--- src/rtl/audio_codec_emu.sv ---
// Codec-side emulator for a serial audio link: generates BCLK/LRCK, shifts ADC samples out
// LSB first and assembles DAC samples received on AUD_DACDAT into complete stereo frames.
module audio_codec_emu #(
  parameter int unsigned CLK_DIV   = 2,
  parameter int unsigned SLOT_BITS = 32
) (
  input  logic        i_clk,
  input  logic        i_rst,
  input  logic        i_en,
  input  logic [15:0] i_adc_left,
  input  logic [15:0] i_adc_right,
  output logic        o_adc_load,
  output logic        o_aud_bclk,
  output logic        o_aud_adclrck,
  output logic        o_aud_daclrck,
  output logic        o_aud_adcdat,
  input  logic        i_aud_dacdat,
  output logic [15:0] o_dac_left,
  output logic [15:0] o_dac_right,
  output logic        o_dac_valid
);

  localparam int unsigned DivW = (CLK_DIV > 1) ? $clog2(CLK_DIV) : 1;
  localparam int unsigned PW   = $clog2(SLOT_BITS);
  localparam logic [DivW-1:0] DivLast = DivW'(CLK_DIV - 1);
  localparam logic [PW-1:0]   PLast   = PW'(SLOT_BITS - 1);

  logic [DivW-1:0] r_div;
  logic [PW-1:0]   r_p;
  logic            r_bclk, r_lrck, r_left, r_got_left, r_adcdat, r_adc_load, r_dac_valid;
  logic [15:0]     r_sh_l, r_sh_r, r_asm_l, r_asm_r, r_dac_left, r_dac_right;

  logic            w_tick, w_fall, w_wrap, w_left_next, w_data_slot;
  logic [PW-1:0]   w_p_next;
  logic [3:0]      w_idx;
  logic [15:0]     w_sh;

  always_comb begin
    w_tick      = (r_div == DivLast);
    w_fall      = w_tick && r_bclk;
    w_wrap      = (r_p == PLast);
    w_p_next    = w_wrap ? '0 : r_p + 1'b1;
    w_left_next = w_wrap ? ~r_left : r_left;
    w_idx       = 4'(w_p_next - 1'b1);
    w_sh        = w_left_next ? r_sh_l : r_sh_r;
    // Data periods are p=1..16; p=0 and the tail of the slot carry zeros.
    w_data_slot = (w_p_next != '0) && (w_p_next <= PW'(16));
  end

  always_ff @(posedge i_clk) begin
    if (i_rst || !i_en) begin
      r_div       <= '0;
      r_bclk      <= 1'b0;
      r_lrck      <= 1'b0;
      r_p         <= PLast;
      r_left      <= 1'b0;
      r_got_left  <= 1'b0;
      r_adcdat    <= 1'b0;
      r_adc_load  <= 1'b0;
      r_dac_valid <= 1'b0;
      if (i_rst) begin
        r_dac_left  <= '0;
        r_dac_right <= '0;
        r_sh_l      <= '0;
        r_sh_r      <= '0;
        r_asm_l     <= '0;
        r_asm_r     <= '0;
      end
    end else begin
      r_adc_load  <= 1'b0;
      r_dac_valid <= 1'b0;
      if (w_tick) begin
        r_div  <= '0;
        r_bclk <= ~r_bclk;
      end else begin
        r_div <= r_div + 1'b1;
      end
      if (w_fall) begin
        if (r_p < PW'(16)) begin
          if (r_left) r_asm_l[r_p[3:0]] <= i_aud_dacdat;
          else        r_asm_r[r_p[3:0]] <= i_aud_dacdat;
        end
        r_p      <= w_p_next;
        r_left   <= w_left_next;
        r_lrck   <= w_left_next;
        r_adcdat <= w_data_slot ? w_sh[w_idx] : 1'b0;
        if (w_wrap) begin
          if (r_left) begin
            r_got_left <= 1'b1;
          end else begin
            // Entering a new frame: the right slot just closed the previous pair.
            r_sh_l     <= i_adc_left;
            r_sh_r     <= i_adc_right;
            r_adc_load <= 1'b1;
            r_got_left <= 1'b0;
            if (r_got_left) begin
              r_dac_left  <= r_asm_l;
              r_dac_right <= r_asm_r;
              r_dac_valid <= 1'b1;
            end
          end
        end
      end
    end
  end

  assign o_adc_load    = r_adc_load;
  assign o_aud_bclk    = r_bclk;
  assign o_aud_adclrck = r_lrck;
  assign o_aud_daclrck = r_lrck;
  assign o_aud_adcdat  = r_adcdat;
  assign o_dac_left    = r_dac_left;
  assign o_dac_right   = r_dac_right;
  assign o_dac_valid   = r_dac_valid;

endmodule

--- config.mk ---
export PLATFORM = sky130hd
export DESIGN_NAME = audio_codec_emu
export DESIGN_NICKNAME = d
export VERILOG_FILES = /design/src/rtl/audio_codec_emu.sv
export SDC_FILE = /design/constraint.sdc
export NUM_CORES = 1
export LEC_CHECK = 0
export CELL_PAD_IN_SITES_DETAIL_PLACEMENT = 1
export CELL_PAD_IN_SITES_GLOBAL_PLACEMENT = 1
export CORE_MARGIN = 3
export CORE_UTILIZATION = 39
export CTS_CLUSTER_DIAMETER = 60
export DETAILED_ROUTE_END_ITERATION = 8
export PLACE_DENSITY_LB_ADDON = 0.1
export RECOVER_POWER = 25
export SETUP_SLACK_MARGIN = 0.05
export SKIP_CTS_REPAIR_TIMING = 1
export SLEW_MARGIN = 40
export SYNTH_ARGS = -nofsm -noshare
export SYNTH_HDL_FRONTEND = slang
export SYNTH_SLANG_ARGS = --single-unit
--- constraint.sdc ---
create_clock -name i_clk -period 3.75 [get_ports i_clk]
set_input_delay 0.375 -clock i_clk [delete_from_list [all_inputs] [get_ports i_clk]]
set_output_delay 0.375 -clock i_clk [all_outputs]
set_load 0.03 [all_outputs]
## Word level (Yosys, flattened, before mapping)

Cells that the tools add are included.

- Bits in registers: 108
- Bits of input ports: 36
- Output and inout bits: 38
- Word-level logic and storage cells: 88

- Add/sub/neg operators: 3
- $lt $le $gt $ge: 5
- Equal/unequal tests: 3
- Mux-type cells: 40
- Bitwise logic cells: 4
- Reductions and logical operators: 19

Operator list:

| cell | count |
|---|---|
| $mux 16 | 28 |
| $bwmux 16 | 2 |
| $reduce_and 4->1 | 3 |
| $lt 4x5->1 const B | 2 |
| $reduce_bool 2->1 | 5 |
| $mux 1 | 7 |
| $add 5x1->5 const B | 1 |
| $eq 5x5->1 const B | 1 |
| $le 5x5->1 const B | 1 |
| $lt 5x5->1 const B | 1 |
| $mux 5 | 1 |
| $reduce_and 5->1 | 1 |
| $reduce_bool 5->1 | 1 |
| $bmux 1 s4 | 1 |
| $demux 1 s4 | 1 |
| $ge 4x1->1 const B | 1 |
| $not 1->1 | 4 |
| $reduce_or 4->1 | 1 |
| $sub 4x1->4 const B | 1 |
| $logic_and 1x1->1 | 3 |
| $reduce_or 3->1 | 1 |
| $ne 2x1->1 const B | 1 |
| $ne 2x2->1 const B | 1 |
| $reduce_and 2->1 | 1 |
| other kinds (4) | 4 |

## Longest topological paths before layout

- Depth in word-level cells: 9
- Mapped depth: 12
- Depth with buffers taken out: 10

## Least setup slack after synthesis

OpenSTA, ideal clock, no wires.

- Path kind: reg-to-reg
- Start point: register r_p[0]
- End point: register r_sh_l[0], enable pin
- Library setup time: 0.428 ns
- Data arrival time: 3.157 ns
- Data required time: 3.322 ns
- Slack: 0.165 ns
- Stages on the path, launching flop included: 9
- Path buffers: 2
- Clock period less this slack: 3.585 ns
- Path through: dfxtp_1 -> ha_1 -> buf_4 -> nand3_1 -> inv_1 -> ha_1 -> clkbuf_1 -> nand2b_1 -> o21bai_1

- Word-level cells in the longest chain between the ends: 3

RTL lines:

| element | RTL line | RTL |
|---|---|---|
| start: declaration | 29 | `logic [PW-1:0] r_p;` |
| start signal: assignment | 55 | `r_p <= PLast;` |
| start signal: assignment | 83 | `r_p <= w_p_next;` |
| $eq 5x5->1 | 41 | `w_wrap = (r_p == PLast);` |
| $reduce_bool 2->1 (no line) | n/a |  |
| $reduce_and 4->1 (no line) | n/a |  |
| end signal: assignment | 92 | `r_sh_l <= i_adc_left;` |
| end: declaration | 31 | `logic [15:0] r_sh_l, r_sh_r, r_asm_l, r_asm_r, r_dac_left, r_dac_right;` |

No other way between the ends.
A chain may end at the register's enable or synchronous reset.

## Worst setup path after layout

- Start point: register r_p[0]
- End point: register r_adcdat, in the netlist o_aud_adcdat

- Word-level cells in the longest chain between the ends: 6
- Elaborated cells on any way between the ends: 12
- Classes of those cells: 2 x add/sub; 1 x order compare; 1 x eq/ne; 6 x mux; 2 x reduce/logical

RTL lines:

| element | RTL line | RTL |
|---|---|---|
| $add 5x1->5 or $eq 5x5->1 (tied branches) | 42, 41 |  |
| $mux 5 or $mux 1 (tied branches) | 42, 43 |  |
| $sub 4x1->4 or $mux 16 (tied branches) | 44, 45 |  |
| $bmux 1 s4 | 86 | `r_adcdat <= w_data_slot ? w_sh[w_idx] : 1'b0;` |
| $mux 1 (not written as such) | 86 |  |
| $mux 1 * | 86 |  |
| end signal: assignment | 86 |  |
| end: declaration | 30 | `logic r_bclk, r_lrck, r_left, r_got_left, r_adcdat, r_adc_load, r_dac_valid;` |

Mark *: on every way between the ends. The rest lies on a longest branch, timed or not. The select of a mux whose other input is x is not followed.

==> flow_metrics.tcl <==
set metrics [dict create \
    detail_route.vias_per_cell 5.00 \
    drv_cap 1 \
    initialDrtViolationCount 148 \
    seqPwrFrac 0.519 \
    power.density_nw_per_um2 443 \
    clockBufferDepth 2 \
    clock_skew_ns 0.00793 \
    nNetsFinal 509 \
    fin_crit_ns 3.22 \
    area_delta_synth_final_pct 24.8 \
    end_kind "flop" \
    dr_total_vias 3198 \
    die_w_um 118 \
    status "finished, violations left" \
    synth.avg_cell_area_um2 12.0 \
    relSlewSlack -0.513 \
    cts_max_level 3 \
    regToRegStartpoint "r_p[0]" \
    synth_edf_count 96 \
    ys_seq_area_frac 0.642 \
    worstMarginPinSlew_ns 2.26 \
    n_antenna_cell 0 \
    violations "max-capacitance violations, max-slew violations" \
    setup_tns_ns 0 \
    dp_hpwl_um 7260 \
    synth_fp_nets 448 \
    root_buffer "clkbuf_16" \
    grt_max_degree 45 \
    switchingPower_uw 571 \
    drive_above_1_share 0.0657 \
    synth_async_sr_flop_share 0 \
    portBuffers 73 \
    cp-start-kind "flop" \
    clock_latency_ns 0.35 \
    die_area_um2 13800 \
    p_clk_frac 0.405 \
    hp-start "r_div" \
    critPathLaunch "r_p[0]" \
    gp_congestion 0.858 \
    drc 0 \
    antenna_found_initial 0 \
    min_period_over_period 0.859 \
    p_sw_frac 0.213 \
    place_ws_ns 0.371 \
    p_int_uw 2110 \
    clkSinkCount 108 \
    crit_fanout 16 \
    rsz0062_at_grt "false" \
    synth_top_area_cell "edfxtp_1" \
    syn_inst 406 \
    fin_ws_ns 0.527 \
    leakagePower_uw 0.00220 \
    wl_um 10300 \
    ant_nets 0 \
    grt_usage 0.152 \
    peakVddDrop_uv 180 \
    ys_ff_latch 108 \
    start_util 0.401 \
    grt-ovfl-total 0 \
    comb_power_share 0.076 \
    grt_pass1_wl_um 16900 \
    fmax_ghz 0.310 \
    wl_per_cell_um 16.1 \
    synthTopCellsByArea "edfxtp_1 (59%), and2_1 (8.5%), dfxtp_1 (4.9%)" \
    yosys_warnings 0 \
    cts_tree "yes" \
    ys_types 45 \
    hold_viol 0 \
    path_class "reg -> reg" \
    die_y_um 118 \
    numCtsBuffers 9 \
    drv_slew 45 \
    rows 40 \
    setup-violations-final 0 \
    crit_required_ns 3.96 \
    hp-class "reg -> reg" \
    clkSlewWorstSetupHoldPaths_ns 0.07 \
    dr.pass1.iters 6 \
    ios 74 \
    cp_data_arrival_time_ns 3.43 \
    synth_top_cell_area_share 0.593 \
    n_fill_cell 1294 \
    coreArea_um2 12100 \
    grt_pass1_vias 3369 \
    synthFlopType "edfxtp_1" \
    syn-cell-area_um2 4860 \
]
==> cell usage after synthesis, types with 3 or more instances <==
| cell | n |
|---|---|
| nand4_1 | 4 |
| o211ai_1 | 4 |
| nor3_1 | 4 |
| mux4_2 | 3 |
| clkbuf_1 | 18 |
| xnor2_1 | 4 |
| ha_1 | 6 |
| nand2b_1 | 3 |
| nand3_1 | 21 |
| and2_1 | 66 |
| mux2i_1 | 7 |
| inv_1 | 6 |
| buf_2 | 3 |
| nand2_1 | 59 |
| o21ai_0 | 3 |
| clkbuf_2 | 3 |
| a21oi_1 | 35 |
| nor2_1 | 12 |
| dfxtp_1 | 12 |
| nor2b_1 | 5 |
| edfxtp_1 | 96 |
==> path summary, 6_finish.rpt <==
path	depth (start not counted)	endpoint	slack (ns)
max	10	o_aud_adcdat	0.53
min	1	r_div	0.46
max reg2reg	10	o_aud_adcdat	0.53
min reg2reg	1	r_div	0.46
==> cells by family (layout without fill, tap and decap cells) <==
kind of cell | after synthesis | after routing | synth area share
fa+ha+maj | 6 | 6 | 0.0154
xor+xnor | 6 | 6 | 0.0124
buf+inv | 34 | 100 | 0.0293
flops | 108 | 108 | 0.642
mux | 10 | 10 | 0.0283
simple gates | 180 | 180 | 0.192
compound gates | 62 | 62 | 0.0806
==> power groups by stage <==
| stage | logic [uW] | registers (uW) | clock network [uW] |
|---|---|---|---|
| final | 204 | 1390 | 1090 |
| after global routing | 223 | 1400 | 1150 |
| after CTS | 214 | 1400 | 1090 |
| after detailed placement | 213 | 1420 | 0 |
| after global placement | 207 | 1420 | 0 |
| after floorplan | 80.2 | 1450 | 0 |
==> metrics by stage <==
step | util | instance area (um2) | cells | hold slack (ns) | total power [uW]
floorplan | - | 4860 | 406 | 0.433 | 1530
global placement | 0.473 | 5730 | 624 | 0.445 | 1630
detailed placement | 0.473 | 5730 | 624 | 0.455 | 1640
CTS | 0.501 | 6070 | 640 | 0.469 | 2700
global route | 0.501 | 6070 | 640 | 0.520 | 2770
finish | 0.501 | 6070 | 640 | 0.465 | 2680
==> flip-flops by register name, indices dropped and copies added, names as in the netlist, 5 cells and up <==
signal / cells
r_asm_l: 16
r_sh_l: 16
r_asm_r: 16
r_sh_r: 16
o_dac_right: 16
r_p: 5
o_dac_left: 16
==> cell type report <==
cell class              count  area [um2]  share of cell area
multi-input cells         264        1600               0.264
clock inverters             7         113              0.0186
clock buffers               9         225              0.0371
flip-flops and latches    108        3120               0.515
inverters                   6        22.5             0.00371
repair buffers             78         768               0.127
well taps                 168         210              0.0347
==> metal layers <==
metal / vias to the layer above / part of all wire / GRT usage
met5: - / 0 / 0
met2: 64 / 0.53 / 0.285
met4: 0 / 0.020 / 0.0645
met1: 1559 / 0.42 / 0.171
met3: 13 / 0.030 / 0.0231
li1: 1562 / - / -
==> cell usage in the layout (no fill, tap or decap), drive strengths merged, types with 2 or more instances in the layout <==
master          n
clkdlybuf4s50  49
a2111oi         3
a21o            2
nand4           4
nand2          59
o21ai           4
inv             7
o221ai          2
nor2           12
ha              6
edfxtp         96
dfxtp          12
clkinv          3
nor3            4
o211ai          4
a21oi          35
a211oi          2
xor2            2
o221a           4
xnor2           4
dlygate4sd3    24
buf             5
nor2b           5
nand2b          3
and2           67
nand3          21
mux4            3
clkbuf          9
mux2i           7
bufinv          3
==> worst max-delay path: stages, from the launching register on <==
cell       delay [ns]
dfxtp_1          0.47
ha_2             0.35
nand3_1          0.15
inv_1            0.12
ha_2             0.39
nand2b_1         0.32
o221a_1          0.25
a211oi_1         0.06
a2111oi_0        0.43
nor4_1           0.11
a2111oi_1        0.43
(Power assumes the default switching activity.)
